<file path="config.mk">
export PLATFORM = sky130hd
export DESIGN_NAME = paint_ctrl
export DESIGN_NICKNAME = d
export VERILOG_FILES = /design/src/rtl/paint_ctrl.sv
export SDC_FILE = /design/constraint.sdc
export NUM_CORES = 1
export LEC_CHECK = 0
export ABC_AREA = 0
export CAP_MARGIN = 20
export CORE_MARGIN = 8
export CORE_UTILIZATION = 45
export DETAILED_ROUTE_END_ITERATION = 8
export PLACE_DENSITY = 0.72
export SKIP_CTS_REPAIR_TIMING = 1
export SLEW_MARGIN = 0
export SYNTH_ARGS = -nofsm -noshare
export SYNTH_HDL_FRONTEND = slang
export SYNTH_SLANG_ARGS = --single-unit
</file>
<file path="constraint.sdc">
create_clock -name clk -period 3.1 [get_ports clk]
set_input_delay 0.31 -clock clk [delete_from_list [all_inputs] [get_ports clk]]
set_output_delay 0.31 -clock clk [all_outputs]
set_load 0.02 [all_outputs]
</file>
<file path="src/rtl/paint_ctrl.sv">
// rtl/paint_ctrl.sv - cursor, pen-write and full-screen clear sequencer for the paint framebuffer
//
// Purpose:
//   Converts debounced direction levels into an 8-bit x/y cursor with
//   press-and-hold auto-repeat. Owns the single 256x256x12 framebuffer write
//   port and shares it between pen drawing and a full-screen clear engine.
//
// Optional feature macro:
//   CURSOR_WRAP_EN  defined   -> cursor wraps modulo 256 at the edges
//                   undefined -> cursor saturates at 0 and 255
//
// Ports:
//   clk                    system clock
//   rst                    synchronous, active-high reset
//   up, down, left, right  debounced direction levels
//   draw                   pen-down level
//   color[11:0]            pen colour {R,G,B}
//   clear                  clear-request level, rising-edge triggered
//   x[7:0], y[7:0]         cursor position
//   valid                  cursor visible (low while clearing)
//   we                     framebuffer write enable
//   waddr[15:0]            framebuffer write address {y,x}
//   wdata[11:0]            framebuffer write data
//   busy                   clear in progress

module paint_ctrl #(
    parameter int          MOVE_PERIOD = 5_000_000,
    parameter logic [11:0] CLEAR_COLOR = 12'hFFF
) (
    input  logic        clk,
    input  logic        rst,
    input  logic        up,
    input  logic        down,
    input  logic        left,
    input  logic        right,
    input  logic        draw,
    input  logic [11:0] color,
    input  logic        clear,
    output logic [7:0]  x,
    output logic [7:0]  y,
    output logic        valid,
    output logic        we,
    output logic [15:0] waddr,
    output logic [11:0] wdata,
    output logic        busy
);

    localparam int              CNT_W    = $clog2(MOVE_PERIOD);
    localparam logic [CNT_W-1:0] CNT_LAST = CNT_W'(MOVE_PERIOD - 1);

    typedef enum logic {
        IDLE  = 1'b0,
        CLEAR = 1'b1
    } state_t;

    state_t            state, state_d;
    logic [7:0]        x_d, y_d;
    logic              valid_d, we_d, busy_d;
    logic [15:0]       waddr_d;
    logic [11:0]       wdata_d;
    logic [CNT_W-1:0]  rpt_cnt, rpt_cnt_d;
    logic [15:0]       clr_ptr, clr_ptr_d;

    logic prev_up, prev_down, prev_left, prev_right, prev_clear;
    logic rise_up, rise_down, rise_left, rise_right, rise_clear;
    logic any_dir, tick;
    logic mv_up, mv_down, mv_left, mv_right;

    // One cursor step along an axis; opposing requests cancel.
    function automatic logic [7:0] step_pos(input logic [7:0] pos,
                                            input logic       inc,
                                            input logic       dec);
        logic [7:0] r;
        r = pos;
        if (inc && !dec) begin
`ifdef CURSOR_WRAP_EN
            r = pos + 8'd1;
`else
            if (pos != 8'hFF) r = pos + 8'd1;
`endif
        end else if (dec && !inc) begin
`ifdef CURSOR_WRAP_EN
            r = pos - 8'd1;
`else
            if (pos != 8'h00) r = pos - 8'd1;
`endif
        end
        return r;
    endfunction

    assign rise_up    = up    & ~prev_up;
    assign rise_down  = down  & ~prev_down;
    assign rise_left  = left  & ~prev_left;
    assign rise_right = right & ~prev_right;
    assign rise_clear = clear & ~prev_clear;

    assign any_dir = up | down | left | right;
    // Auto-repeat tick: every held direction steps together.
    assign tick    = any_dir && (rpt_cnt == CNT_LAST);

    assign mv_up    = rise_up    | (tick & up);
    assign mv_down  = rise_down  | (tick & down);
    assign mv_left  = rise_left  | (tick & left);
    assign mv_right = rise_right | (tick & right);

    always_comb begin
        state_d   = state;
        x_d       = x;
        y_d       = y;
        valid_d   = valid;
        we_d      = we;
        waddr_d   = waddr;
        wdata_d   = wdata;
        busy_d    = busy;
        rpt_cnt_d = rpt_cnt;
        clr_ptr_d = clr_ptr;

        case (state)
            IDLE: begin
                if (rise_clear) begin
                    // Clear takes the port this cycle; pen and motion are dropped.
                    state_d   = CLEAR;
                    busy_d    = 1'b1;
                    valid_d   = 1'b0;
                    we_d      = 1'b1;
                    waddr_d   = 16'h0000;
                    wdata_d   = CLEAR_COLOR;
                    clr_ptr_d = 16'h0001;
                    rpt_cnt_d = '0;
                end else begin
                    valid_d = 1'b1;
                    busy_d  = 1'b0;
                    // Pen writes the pre-move position, so a moving pen
                    // paints the pixel being left.
                    we_d    = draw;
                    waddr_d = {y, x};
                    wdata_d = color;
                    x_d     = step_pos(x, mv_right, mv_left);
                    y_d     = step_pos(y, mv_down, mv_up);
                    if (!any_dir || tick) rpt_cnt_d = '0;
                    else                  rpt_cnt_d = rpt_cnt + 1'b1;
                end
            end

            CLEAR: begin
                rpt_cnt_d = '0;
                if (waddr == 16'hFFFF) begin
                    state_d = IDLE;
                    we_d    = 1'b0;
                    busy_d  = 1'b0;
                    valid_d = 1'b1;
                end else begin
                    waddr_d   = clr_ptr;
                    clr_ptr_d = clr_ptr + 16'd1;
                end
            end

            default: state_d = IDLE;
        endcase
    end

    always_ff @(posedge clk) begin
        if (rst) begin
            state      <= IDLE;
            x          <= 8'd128;
            y          <= 8'd128;
            valid      <= 1'b1;
            we         <= 1'b0;
            waddr      <= 16'h0000;
            wdata      <= 12'h000;
            busy       <= 1'b0;
            rpt_cnt    <= '0;
            clr_ptr    <= 16'h0000;
            prev_up    <= 1'b0;
            prev_down  <= 1'b0;
            prev_left  <= 1'b0;
            prev_right <= 1'b0;
            prev_clear <= 1'b0;
        end else begin
            state      <= state_d;
            x          <= x_d;
            y          <= y_d;
            valid      <= valid_d;
            we         <= we_d;
            waddr      <= waddr_d;
            wdata      <= wdata_d;
            busy       <= busy_d;
            rpt_cnt    <= rpt_cnt_d;
            clr_ptr    <= clr_ptr_d;
            // Edge history tracks inputs in every state, so presses made
            // during a clear are consumed there and lost.
            prev_up    <= up;
            prev_down  <= down;
            prev_left  <= left;
            prev_right <= right;
            prev_clear <= clear;
        end
    end

endmodule

</file>
# Word level (Yosys, flattened, before mapping)
# Cells that the tools add are included.
# word_totals
reg_bits	92
in_bits	20
out_inout_bits	47
word_cells	101
# classes
n_addsub	6
eq_ne	9
mux	28
bitwise	23
n_reduce_logical	20
# op_table
operator	n
16-bit 2-to-1 mux	4
8-bit 2-to-1 mux	8
16-bit case mux with 2 select lines	2
23-bit 2-to-1 mux	2
23-bit case mux with 2 select lines	1
23-bit by 1-bit adder with 23-bit output, second input constant	1
23-bit equality test, second input constant	1
16-bit by 1-bit adder with 16-bit output, second input constant	1
8-bit by 1-bit adder with 8-bit output, second input constant	2
16-bit equality test, second input constant	1
8-bit != test, second input constant	2
8-bit nonzero test	2
8-bit by 1-bit subtractor with 8-bit output, second input constant	2
12-bit 2-to-1 mux	1
5-bit AND reduction	2
1-bit AND	9
1-bit case mux with 2 select lines	4
2-bit nonzero test	4
1-bit inverter	7
1-bit OR	7
1-bit 2-to-1 mux	6
2-bit by 1-bit != test with 1-bit output, second input constant	3
1-bit logical AND	5
1-bit logical NOT	5
other kinds (3)	4

# Longest topological paths before layout
# logic_depth
depth_word	10
depth_mapped	14
depth_no_buf	14

# Least setup slack after synthesis
# Ideal clock, no wire load.
# synth_path
path_type	reg2reg
startpoint	register rpt_cnt[0]
endpoint	register x[7]
setup_time_ns	0.141
t_arrival_ns	2.902
required_ns	2.959
setup_slack_ns	0.057
stages_incl_launch_ff	14
path_buffers	0
period_less_slack_ns	3.043
path_cell_list	dfxtp_1 -> ha_1 -> nand2_1 -> nor2_1 -> nand4_1 -> a21boi_0 -> ha_1 -> inv_1 -> ha_1 -> o211a_1 -> a2111oi_0 -> a31o_2 -> o31a_1 -> a41oi_1
# synth_between
elab_chain_cells	8
word_cells_on_any_way	15
classes_between	eq/ne: 2; mux: 1; bitwise: 4; reduce/logical: 8
# synth_rtl
element	line	source
from (decl)	61	logic [CNT_W-1:0] rpt_cnt, rpt_cnt_d;
from (signal assigned)	188	rpt_cnt <= rpt_cnt_d;
23-bit equality test *	99	assign tick = any_dir && (rpt_cnt == CNT_LAST);
1-bit logical AND *	99	
1-bit AND, on equally long branches	103, 104	
1-bit OR, on equally long branches	103, 104	
1-bit logical NOT, on equally long branches	75, 81	
1-bit logical AND, on equally long branches	75, 81	
2-bit by 1-bit != test with 1-bit output (no line) or 2-bit nonzero test (tied branches)	--	
5-bit AND reduction (no line)	--	
to (signal assigned)	165	x <= 8'd128;
to (signal assigned)	181	x <= x_d;
to (decl)	39	output logic [7:0] x,
# Every way passes the cells marked *; elsewhere a longest branch is shown, timed or not.
# A chain may end at the register's enable or synchronous reset.

# Worst setup path in the final report
# layout_path
startpoint	register rpt_cnt[15]
endpoint	register x[7]
# The elaborated chain is that of the path after synthesis.

==> flow_metrics.env <==
export IMPL_holdCritPathClass="register to register"
export IMPL_placed_area_mm2=0.00540
export IMPL_finish_utilization_pct=59.2
export IMPL_ys_warn_count=0
export IMPL_nets=621
export IMPL_drive_gt1_share_pct=14.6
export IMPL_outcome="finished clean"
export IMPL_cap_viol_max_count=0
export IMPL_synth_distinct_cells=49
export IMPL_pre_cts_slack_ns=-0.0758
export IMPL_syn_nets=540
export IMPL_yosysSeqAreaShare_pct=41.2
export IMPL_totalWireLength_mm=12.1
export IMPL_netlist_instances=502
export IMPL_cts_root_buf="clkbuf_8"
export IMPL_io_pins=67
export IMPL_dieArea_mm2=0.0134
export IMPL_avgViaCountPerCell=5.62
export IMPL_port_buffers=66
export IMPL_drt_first_pass_iters=5
export IMPL_hold_slack_ns=0.435
export IMPL_final_hold_violation_count=0
export IMPL_synth_async_reset_ratio_pct=0
export IMPL_route_detailed_drc=0
export IMPL_setup_viol=0
export IMPL_dp_hpwl_mm=8.62
export IMPL_relSlewSlack_pct=49.5
export IMPL_grtUsageTotal_pct=18.3
export IMPL_crit_fanout=5
export IMPL_grt_max_degree=43
export IMPL_cts_tree="built"
export IMPL_critPathLaunchType="register"
export IMPL_routedWlPerCell_um=16.7
export IMPL_n_antenna_cell=0
export IMPL_path_clk_slew_ns=0.10
export IMPL_cts_buffers=9
export IMPL_critPathKind="register to register"
export IMPL_fin_cells=721
export IMPL_fmax_mhz=344
export IMPL_setup_tns_ns=0
export IMPL_antenna_found_initial=0
export IMPL_setup_ws_ns=0.189
export IMPL_synth_edff_count=0
export IMPL_fp_dieH_um=116
export IMPL_ant_nets=0
export IMPL_power_density_mw_per_mm2=543
export IMPL_syn_area_mm2=0.00447
export IMPL_end_kind="register"
export IMPL_cts_path_max_buffers=2
export IMPL_total_power_mw=3.13
export IMPL_globalplace_congestion=0.869
export IMPL_synth_top_flop_cell="dfxtp_1"
export IMPL_worstMarginPinSlew_ns=0.751
export IMPL_avgSynthCellArea_um2=8.90
export IMPL_period_share_pct=93.9
export IMPL_coreArea_mm2=0.00973
export IMPL_grt_overflow=0
export IMPL_grt_pass1_wl_mm=19.5
export IMPL_fp_dieW_um=116
export IMPL_initial_core_util_pct=45.9
export IMPL_first_global_vias=3948
export IMPL_clkLatencyLatePin_ns=0.37
export IMPL_arrival_ns=3.20
export IMPL_area_growth_pct=29.0
export IMPL_timing_final_max_slew_violations=0
export IMPL_design_area_mm2=0.00576
export IMPL_dp_cells=702
export IMPL_vias=4053
export IMPL_drt_iter0_markers=270
export IMPL_skew_ns=0.0136
export IMPL_vdd_ir_drop_worst_uv=378
export IMPL_fin_crit_ns=2.91
export IMPL_cp_required_ns=3.39
export IMPL_p_leak_nw=2.11
export IMPL_ys_ff_latch=92
export IMPL_rows=36
export IMPL_ctsHtreeMaxLevel=3
export IMPL_numClockSinks=92
-- sequential cells by signal (all words and copies together) (netlist names), 8 cells and up --
signal   cells
wdata       12
waddr       16
x            8
y            8
clr_ptr     16
rpt_cnt     23
-- final cells by class --
cell class                      instances  area [µm²]
Clock buffer                           11         141
Timing Repair Buffer                   94         871
Multi-Input combinational cell        373        2600
Sequential cell                        92        1840
Inverter                               13        51.3
Fill cell                             895        3970
Tap cell                              133         166
Clock inverter                          5        85.1
-- routing by layer --
metal  vias to the layer above  global-route usage, %  part of all wire [%]  routed length [µm]
li1                       1985                      -                     -                   -
met5                         -                      0                     0                   0
met4                         0                   5.53                   2.0                 242
met2                       131                   31.2                    49                5890
met3                        24                   5.47                   6.6                 792
met1                      1913                   21.5                    43                5140
-- report_power, final --
group / total, mW / leakage [nW] / switching, mW / internal (mW)
sequential: 1.36 / 0.754 / 0.104 / 1.26
combinational: 0.854 / 1.25 / 0.431 / 0.422
clock: 0.916 / 0.110 / 0.436 / 0.480
total: 3.13 / 2.11 / 0.971 / 2.16
-- layout by cell type (no fill, tap or decap), drive strengths merged, types with 12 or more instances in the layout --
cell type      count
nor2              75
dfxtp             92
xnor2             17
nor3              18
nand4             20
nand2             24
inv               13
a211oi            20
clkdlybuf4s50     66
nand3             16
a21oi             27
buf               28
xor2              23
mux2i             13
o221a             12
ha                16
-- cell usage after synthesis (all sizes together) (8+ instances only) --
master / instances / share of area, %
o221a: 12 / 3.0
inv: 13 / 1.1
o21ai: 11 / 1.2
dfxtp: 92 / 41
a211oi: 20 / 3.4
nand2: 24 / 2.0
clkbuf: 16 / 1.3
xor2: 23 / 4.5
nor2b: 10 / 1.4
a21oi: 27 / 3.0
ha: 16 / 4.5
xnor2: 17 / 3.3
buf: 8 / 0.81
mux2i: 13 / 2.9
nand3: 16 / 2.0
nand4: 20 / 2.8
nor2: 75 / 6.3
nor3: 18 / 2.0
-- worst max-delay path: stages (launching register included) --
cell and delay, ns:
dfxtp_1 0.33, nor4_2 0.27, and3_1 0.19, nand4_1 0.15, a21boi_2 0.18, ha_1 0.22, inv_2 0.08, buf_4 0.15
ha_2 0.35, o21ai_0 0.13, a31o_2 0.29, o31a_1 0.30, a41oi_1 0.17
-- logic make-up after synthesis --
group	synth area share, %
AOI/OAI and AO/OA	17.1
DFF	41.2
buffers and inverters	3.25
xor gates and xnor gates	7.84
muxes	3.67
adders and majority gates	5.38
and+or+nand+nor	21.5
-- path summary, 6_finish.rpt --
path	startpoint	to	slack, ns	depth (start not counted)
min reg2reg	rpt_cnt[0]	rpt_cnt[0]	0.44	1
max reg2reg	rpt_cnt[15]	x[7]	0.19	12
min	rpt_cnt[0]	rpt_cnt[0]	0.44	1
max	rpt_cnt[15]	x[7]	0.19	12
No activity file was read; power rests on OpenSTA's default activity.
